`config.mk`:
```
export PLATFORM = sky130hd
export DESIGN_NAME = i2s_master_rx_clken
export DESIGN_NICKNAME = d
export VERILOG_FILES = /design/src/rtl/i2s_master_rx_clken.sv
export SDC_FILE = /design/constraint.sdc
export NUM_CORES = 1
export LEC_CHECK = 0
export ABC_AREA = 1
export CAP_MARGIN = 25
export CELL_PAD_IN_SITES_DETAIL_PLACEMENT = 0
export CELL_PAD_IN_SITES_GLOBAL_PLACEMENT = 2
export CORE_ASPECT_RATIO = 1.4
export CORE_UTILIZATION = 33
export DETAILED_ROUTE_END_ITERATION = 8
export PLACE_DENSITY_LB_ADDON = 0.1
export SLEW_MARGIN = 20
export SYNTH_ARGS = -nofsm -noshare
export SYNTH_HDL_FRONTEND = slang
export SYNTH_SLANG_ARGS = --single-unit
```
`constraint.sdc`:
```
create_clock -name clock -period 1.85 [get_ports clock]
set_input_delay 0.37 -clock clock [delete_from_list [all_inputs] [get_ports clock]]
set_output_delay 0.37 -clock clock [all_outputs]
set_load 0.005 [all_outputs]
```
`src/rtl/i2s_master_rx_clken.sv`:
```
// I2S master receiver: generates BCLK/LRCLK, deserialises L/R samples and issues
// 48 kHz / 192 kHz clock-enable strobes locked to the same divider chain.
module i2s_master_rx_clken #(
    parameter int unsigned BCLK_HALF = 16,
    parameter int unsigned DATA_W    = 18
) (
    input  logic              clock,
    input  logic              reset,
    input  logic              enable,
    input  logic              i2s_sdin,
    output logic              i2s_bclk,
    output logic              i2s_lrclk,
    output logic [DATA_W-1:0] LEFTout,
    output logic [DATA_W-1:0] RIGHTout,
    output logic              clken48kHz,
    output logic              clken192kHz
);
    localparam int unsigned     DivW      = $clog2(BCLK_HALF);
    localparam logic [DivW-1:0] DivLast   = DivW'(BCLK_HALF - 1);
    localparam logic [5:0]      LeftLast  = 6'(DATA_W);
    localparam logic [5:0]      RightLast = 6'(32 + DATA_W);

    logic [DivW-1:0]   div_cnt_q, div_cnt_d;
    logic              bclk_q, bclk_d;
    logic              lrclk_q, lrclk_d;
    logic [5:0]        bit_cnt_q, bit_cnt_d;
    logic              first_frame_q, first_frame_d;
    logic [1:0]        sync_q, sync_d;
    logic [DATA_W-1:0] shift_q, shift_d;
    logic [DATA_W-1:0] left_sh_q, left_sh_d;
    logic [DATA_W-1:0] right_sh_q, right_sh_d;
    logic [DATA_W-1:0] left_q, left_d;
    logic [DATA_W-1:0] right_q, right_d;
    logic              ev48_q, ev48_d;
    logic              ev192_q, ev192_d;
    logic              c48_q, c48_d;
    logic              c192_q, c192_d;

    logic toggle, rise, fall, wrap, data_slot, sdin_s;

    assign sdin_s    = sync_q[1];
    assign toggle    = (div_cnt_q == DivLast);
    assign rise      = toggle & ~bclk_q;
    assign fall      = toggle & bclk_q;
    assign wrap      = fall & (bit_cnt_q == 6'd63);
    // Slots 0 and 32 carry the I2S one-bit delay; everything past DATA_W is pad.
    assign data_slot = ((bit_cnt_q >= 6'd1) && (bit_cnt_q <= LeftLast)) ||
                       ((bit_cnt_q >= 6'd33) && (bit_cnt_q <= RightLast));

    always_comb begin
        div_cnt_d     = div_cnt_q;
        bclk_d        = bclk_q;
        lrclk_d       = lrclk_q;
        bit_cnt_d     = bit_cnt_q;
        first_frame_d = first_frame_q;
        sync_d        = {sync_q[0], i2s_sdin};
        shift_d       = shift_q;
        left_sh_d     = left_sh_q;
        right_sh_d    = right_sh_q;
        left_d        = left_q;
        right_d       = right_q;
        ev48_d        = 1'b0;
        ev192_d       = 1'b0;
        c48_d         = ev48_q;
        c192_d        = ev192_q;

        if (!enable) begin
            div_cnt_d     = '0;
            bclk_d        = 1'b0;
            lrclk_d       = 1'b0;
            bit_cnt_d     = 6'd63;
            first_frame_d = 1'b1;
            c48_d         = 1'b0;
            c192_d        = 1'b0;
        end else begin
            div_cnt_d = toggle ? '0 : div_cnt_q + 1'b1;
            if (toggle) begin
                bclk_d = ~bclk_q;
            end
            if (fall) begin
                bit_cnt_d = bit_cnt_q + 6'd1;
                lrclk_d   = bit_cnt_d[5];
                ev192_d   = (bit_cnt_d[3:0] == 4'd0);
            end
            if (rise && data_slot) begin
                shift_d = (shift_q << 1) | DATA_W'(sdin_s);
            end
            if (rise && (bit_cnt_q == LeftLast)) begin
                left_sh_d = shift_d;
            end
            if (rise && (bit_cnt_q == RightLast)) begin
                right_sh_d = shift_d;
            end
            // The first wrap after reset/enable closes a frame that was never captured.
            if (wrap) begin
                if (first_frame_q) begin
                    first_frame_d = 1'b0;
                end else begin
                    left_d  = left_sh_q;
                    right_d = right_sh_q;
                    ev48_d  = 1'b1;
                end
            end
        end
    end

    always_ff @(posedge clock) begin
        if (reset) begin
            div_cnt_q     <= '0;
            bclk_q        <= 1'b0;
            lrclk_q       <= 1'b0;
            bit_cnt_q     <= 6'd63;
            first_frame_q <= 1'b1;
            sync_q        <= '0;
            shift_q       <= '0;
            left_sh_q     <= '0;
            right_sh_q    <= '0;
            left_q        <= '0;
            right_q       <= '0;
            ev48_q        <= 1'b0;
            ev192_q       <= 1'b0;
            c48_q         <= 1'b0;
            c192_q        <= 1'b0;
        end else begin
            div_cnt_q     <= div_cnt_d;
            bclk_q        <= bclk_d;
            lrclk_q       <= lrclk_d;
            bit_cnt_q     <= bit_cnt_d;
            first_frame_q <= first_frame_d;
            sync_q        <= sync_d;
            shift_q       <= shift_d;
            left_sh_q     <= left_sh_d;
            right_sh_q    <= right_sh_d;
            left_q        <= left_d;
            right_q       <= right_d;
            ev48_q        <= ev48_d;
            ev192_q       <= ev192_d;
            c48_q         <= c48_d;
            c192_q        <= c192_d;
        end
    end

    assign i2s_bclk    = bclk_q;
    assign i2s_lrclk   = lrclk_q;
    assign LEFTout     = left_q;
    assign RIGHTout    = right_q;
    assign clken48kHz  = c48_q;
    assign clken192kHz = c192_q;

endmodule
```
==> run summary, run 1 <==
Drt total wl: 13,100 um
Worst R2R Start: bit_cnt_q[0]$_SDFFE_PP1P_
Initial antenna violation count: 0
Gp weighted congestion: 0.778
GRT met3 Usage: 0.0255
GRT overflow: 0
WP data required: 2.10 ns
VDD IR max: 0.356 mV
Layout cells sized above 1: 0.116
Worst skew pair latency: 0.35 ns
Critical-path cell list: buf_4 > ha_1 > nor2_1 > nand2_1 > nand2_2 > nand3_4 > buf_4 > nand3_1 > nand3_1 > nand2_1 > inv_1
Busiest layer in global routing: met2
CTS tree: done
Clock Sinks: 109
Avg WL per Cell: 14.3 um
Met1 Track Usage GR: 0.232
Drt drc: 0
CP max stage delay: 0.34 ns
Sequential area share after synthesis: 0.447
Reg2Reg Depth: 11
Setup violations, final: 0
Critical R2R Capture: right_sh_q[10]$_SDFFE_PP0P_
Worst setup margin: 0.0986 ns
Global-route wire length before repair: 21,800 um
Core area: 14,400 sq um
Slew @ Worst Pin: 0.412 ns
DPL Wire Length: 9140 um
Startpoint Class: flop
WS Path Type: flop to flop
Vias post-DR: 4,352
Dpl cells: 896
Area grow syn2layout: 22.0%
Top delay family on crit path: simple AND/OR/NAND/NOR gates
Cells after synthesis: 676
Crit Path Max Fanout: 10
Clock Pin Slew Worst Setup and Hold Paths: 0.08 ns
Data arrival, critical path: 2.00 ns
Fmax: 0.571 GHz
Tmin final: 1.75 ns
Leak: 2.38 nW
Hold Fails Final Rpt: 0
Mapped Nets: 685
IO Count: 44
Grt met2 use: 0.302
Critical path startpoint: bit_cnt_q[0]$_SDFFE_PP1P_
Critical Path Stages: 11
Die area: 15,300 sq um
Hold_ws: 0.418 ns
Final Skew: 0.0103 ns
Placed cell area: 5620 sq um
Number of global-route vias before repair: 4,242
YS warnings: 0
Total global-route track usage: 0.180
CTS Buf Count: 9
Worst setup EP type: flop
Initial Util: 0.338
Number of synthesized register bits: 109
Yosys cell types: 29
Rows: 52
Status: complete, no violations
Most common cell after layout, fill and taps aside: nand2_1
Die Width: 105 um
Routed Antenna Nets: 0
Synthesized area: 4880 sq um
Most frequent cells in the layout: 129 x nand2_1, 108 x dfxtp_1, 94 x nand3_1, 82 x nor2_1, 68 x inv_1
CTS Buffer Depth: 2
Fin. max-slew vios: 0
CTS H-tree lvls: 3
CP max stage cell: dfxtp_2
Non-filler cells, final: 912
Nets@finish: 727
Antenna Cells: 0
Crit path capture: right_sh_q[10]$_SDFFE_PP0P_
Worst path buffer plus inverter count: 3
DRT Pass-1 Iters: 4
RSZ-0062 raised after global routing: true
Total Power: 4.35 mW
Layout Cell Area excl Fill: 5960 sq um
Pin count of the biggest net entering global routing: 40
Period utilization: 0.947
Pre-CTS setup slack: 0.00447 ns
Die Y: 146 um
Root Buffer: clkbuf_16
Worst reg-to-reg setup slack: 0.1 ns
Syn Area/Cell: 7.22 sq um
DR iter-0 viols: 151
MaxCap Viol Count: 0
Max transition margin: 0.725
Routed vias/inst: 4.77
Hold Crit Class: flop to flop
Buffers on Ports: 43
CTS Hold Buffers Added: 0
Cell Pwr Density: 731 nW/um^2
==> registers in the layout (all words and copies together) (netlist names), 2 cells and up <==
register	cells
div_cnt_q	4
sync_q	2
shift_q	18
bit_cnt_q	6
left_sh_q	18
LEFTout	18
right_sh_q	18
RIGHTout	18
==> layer usage <==
metal	wire length [um]	vias up
li1	-	2265
met1	6120	2000
met2	6330	70
met3	346	17
met4	286	0
met5	0	-
==> worst reg2reg max path, cell delays in order, from the launching register on <==
cell,delay [ns]
dfxtp_2,0.34
buf_4,0.14
ha_1,0.18
nor2_1,0.12
nand2_1,0.07
nand2_2,0.07
nand3_4,0.13
buf_4,0.22
nand3_1,0.14
nand3_1,0.13
nand2_1,0.08
inv_1,0.03
==> repair_timing <==
| item | in CTS | in global routing |
|---|---|---|
| resized for setup | 0 | 9 |
| setup buffers | 0 | 0 |
| setup endpoints to repair | 0 | 80 |
==> metrics by stage <==
stage	utilization	setup TNS (ns)
finish	0.412	0
global route	0.412	-0.130
CTS	0.410	0
detailed placement	0.389	0
global placement	0.389	0
floorplan	-	0
==> where the power goes <==
group          switching, mW  internal [mW]  leakage, nW
Combinational         0.0625         0.0181         1.36
Sequential           0.00219           2.35        0.878
Clock                  0.919           1.00        0.140
==> synth_stat cells, drive strengths merged <==
library cell | n | area, sq um
a21oi | 43 | 215
buf | 31 | 205
clkbuf | 13 | 48.8
clkinv | 2 | 7.51
dfxtp | 109 | 2180
ha | 5 | 62.6
inv | 69 | 259
nand2 | 143 | 574
nand3 | 103 | 553
nand4 | 38 | 238
nor2 | 91 | 379
nor3 | 1 | 5.00
o211ai | 1 | 7.51
o21ai | 23 | 115
or2 | 2 | 12.5
xnor2 | 1 | 8.76
xor2 | 1 | 8.76
==> cells by family (layout without fill, tap and decap cells) <==
| logic type | after synthesis | after routing | synth area share |
|---|---|---|---|
| AO/OA/AOI/OAI | 67 | 67 | 0.0692 |
| XOR/XNOR | 2 | 2 | 0.00359 |
| adder cells (fa/ha/maj) | 5 | 5 | 0.0128 |
| buffers and inverters | 115 | 162 | 0.107 |
| flip-flops | 109 | 109 | 0.447 |
| AND/OR/NAND/NOR | 378 | 378 | 0.361 |
==> final cells by class <==
cell class | instances | area (sq um)
timing repair buffer | 75 | 761
sequential | 109 | 2180
multi-input combinational | 452 | 2210
fill | 1566 | 8490
clock inverter | 5 | 43.8
tap | 189 | 236
inverter | 71 | 267
clock buffer | 11 | 253
==> worst min-delay path by stage <==
stage	startpoint	to	slack (ns)	cells past startpoint
after detailed placement	ev48_q$_SDFF_PP0_	clken48kHz$_SDFF_PP0_	0.41	2
after global placement	ev192_q$_SDFF_PP0_	clken192kHz$_SDFF_PP0_	0.40	2
after floorplan	sync_q[0]$_SDFF_PP0_	sync_q[1]$_SDFF_PP0_	0.39	2
final	ev192_q$_SDFF_PP0_	clken192kHz$_SDFF_PP0_	0.42	2
after CTS	ev48_q$_SDFF_PP0_	clken48kHz$_SDFF_PP0_	0.42	2
after global routing	ev192_q$_SDFF_PP0_	clken192kHz$_SDFF_PP0_	0.44	2
No activity file was read; power rests on OpenSTA's default activity.
==> run 2: changes to the inputs <==
- CELL_PAD_IN_SITES_DETAIL_PLACEMENT: 0 -> not set
- CELL_PAD_IN_SITES_GLOBAL_PLACEMENT: 2 -> not set
- CORE_UTILIZATION: 33 -> 57
- GPL_ROUTABILITY_DRIVEN: not set -> 0
- PLACE_DENSITY: not set -> 0.79
- PLACE_DENSITY_LB_ADDON: 0.1 -> not set
==> run 2 against run 1 <==
Cell count shrank 10%. Clock skew shrank 0.0061 ns. Register-to-register slack is essentially flat. Die area shrank 42%. Non-clock buffer count shrank 4. Combinational power shrank 6.2%. Critical path depth shrank 3. Power grew 7.7%. First-iteration DRC count grew 78%. Sequential cell count is the same. Routed wire length shrank 12%. Critical path type unchanged. Largest power group unchanged.
==> run summary, run 2 (same netlist as run 1, synthesis figures left out) <==
Status: complete, no violations
Root Buffer: clkbuf_16
Vias post-DR: 4,515 (+3.7%)
Final Skew: 0.00428 ns (-0.00606 ns)
Fin. max-slew vios: 0 (unchanged)
Antenna Cells: 0 (unchanged)
Hold Crit Class: flop to flop
Max transition margin: 0.775 (+0.0498)
Cell Pwr Density: 797 nW/um^2 (+9.0%)
Number of global-route vias before repair: 4,122 (-2.8%)
Die Width: 80.2 um (-23%)
Clock Sinks: 109 (unchanged)
Startpoint Class: flop
Hold_ws: 0.405 ns (-0.0122 ns)
Hold Fails Final Rpt: 0 (unchanged)
Clock Pin Slew Worst Setup and Hold Paths: 0.07 ns (about the same)
DPL Wire Length: 7640 um (-16%)
Routed Antenna Nets: 0 (unchanged)
Drt total wl: 11,500 um (-12%)
DRT Pass-1 Iters: 5 (+1)
Slew @ Worst Pin: 0.338 ns (-0.0746 ns)
Tmin final: 1.76 ns (+0.00406 ns)
WS Path Type: flop to flop
WP data required: 2.12 ns (+0.02 ns)
VDD IR max: 0.565 mV (+59%)
Most frequent cells in the layout: 129 x nand2_1, 109 x dfxtp_1, 97 x nand3_1, 82 x nor2_1, 68 x inv_1
Leak: 2.40 nW (+1.1%)
Rows: 39 (-25%)
Worst reg-to-reg setup slack: 0.09 ns (about the same)
Worst setup EP type: flop
Global-route wire length before repair: 18,700 um (-14%)
CTS Buf Count: 9 (unchanged)
Routed vias/inst: 5.50 (+15%)
GRT overflow: 0 (unchanged)
Avg WL per Cell: 13.9 um (-2.8%)
Crit Path Max Fanout: 22 (+12)
Setup TNS: 0 ns (unchanged)
Worst skew pair latency: 0.35 ns (about the same)
Die area: 8940 sq um (-42%)
Die Y: 112 um (-24%)
CTS tree: done
CTS Buffer Depth: 2 (unchanged)
Pin count of the biggest net entering global routing: 38 (-5.0%)
DR iter-0 viols: 269 (+78%)
Initial antenna violation count: 0 (unchanged)
Initial Util: 0.592 (+0.254)
Core area: 8250 sq um (-43%)
Data arrival, critical path: 2.03 ns (+0.03 ns)
Drt drc: 0 (unchanged)
Period utilization: 0.949 (+0.00220)
Fmax: 0.570 GHz (-0.23%)
Layout cells sized above 1: 0.104 (-0.0119)
Area grow syn2layout: 20.5%
Buffers on Ports: 43 (unchanged)
Nets@finish: 723 (-0.55%)
CTS H-tree lvls: 3 (unchanged)
MaxCap Viol Count: 0 (unchanged)
Most common cell after layout, fill and taps aside: nand2_1
Total global-route track usage: 0.267 (+0.0867)
Setup violations, final: 0 (unchanged)
IO Count: 44 (unchanged)
run 2: area by class of cell:
class	count	area, sq um
inverters	71	267
repair buffers	71	756
clock inverters	3	90.1
well taps	102	128
clock buffers	13	270
flip-flops and latches	109	2180
multi-input cells	452	2190
fillers	659	2360
run 2: per-layer routing:
metal,track usage,share of wire
met4,0.136,0.029
met3,0.0287,0.039
met2,0.460,0.51
met5,0,0
met1,0.322,0.42
run 2: critical path, stage by stage, from the launching register on:
cell and delay (ns):
dfxtp_1 0.36, ha_1 0.22, nand3_2 0.12, buf_4 0.16, nor2_2 0.08, buf_4 0.21, buf_8 0.19, nand4_1 0.14
a21oi_1 0.20
run 2: final timing paths:
check	start	end	cells after the start
max	div_cnt_q[0]$_SDFF_PP0_	LEFTout[0]$_SDFFE_PP0P_	8
min	sync_q[0]$_SDFF_PP0_	sync_q[1]$_SDFF_PP0_	2
max reg2reg	div_cnt_q[0]$_SDFF_PP0_	LEFTout[0]$_SDFFE_PP0P_	8
min reg2reg	sync_q[0]$_SDFF_PP0_	sync_q[1]$_SDFF_PP0_	2
run 2: stage by stage:
step                      cell area [sq um]   util  worst slack (ns)  std cells  power [mW]
after floorplan                        4880      -             0.315        676        2.45
after global placement                 5470  0.663             0.110        803        2.48
after detailed placement               5470  0.663            0.0743        803        2.48
after CTS                              5830  0.707            0.0519        819        4.71
after global routing                   5880  0.714           -0.0282        821        4.80
final                                  5880  0.714            0.0946        821        4.69
run 2: power by group:
part           switching (mW)  internal [mW]  total (mW)  leakage [nW]
Sequential            0.00228           2.35        2.35         0.878
Combinational          0.0575         0.0179      0.0755          1.35
Clock                   0.828           1.43        2.26         0.176
Total                   0.888           3.80        4.69          2.40
run 2: what timing repair did:
item,CTS,global route
resized for setup,0,6
hold endpoints to repair,0,0
setup buffers,0,1
hold buffers,0,0
endpoints found under the setup margin,0,31
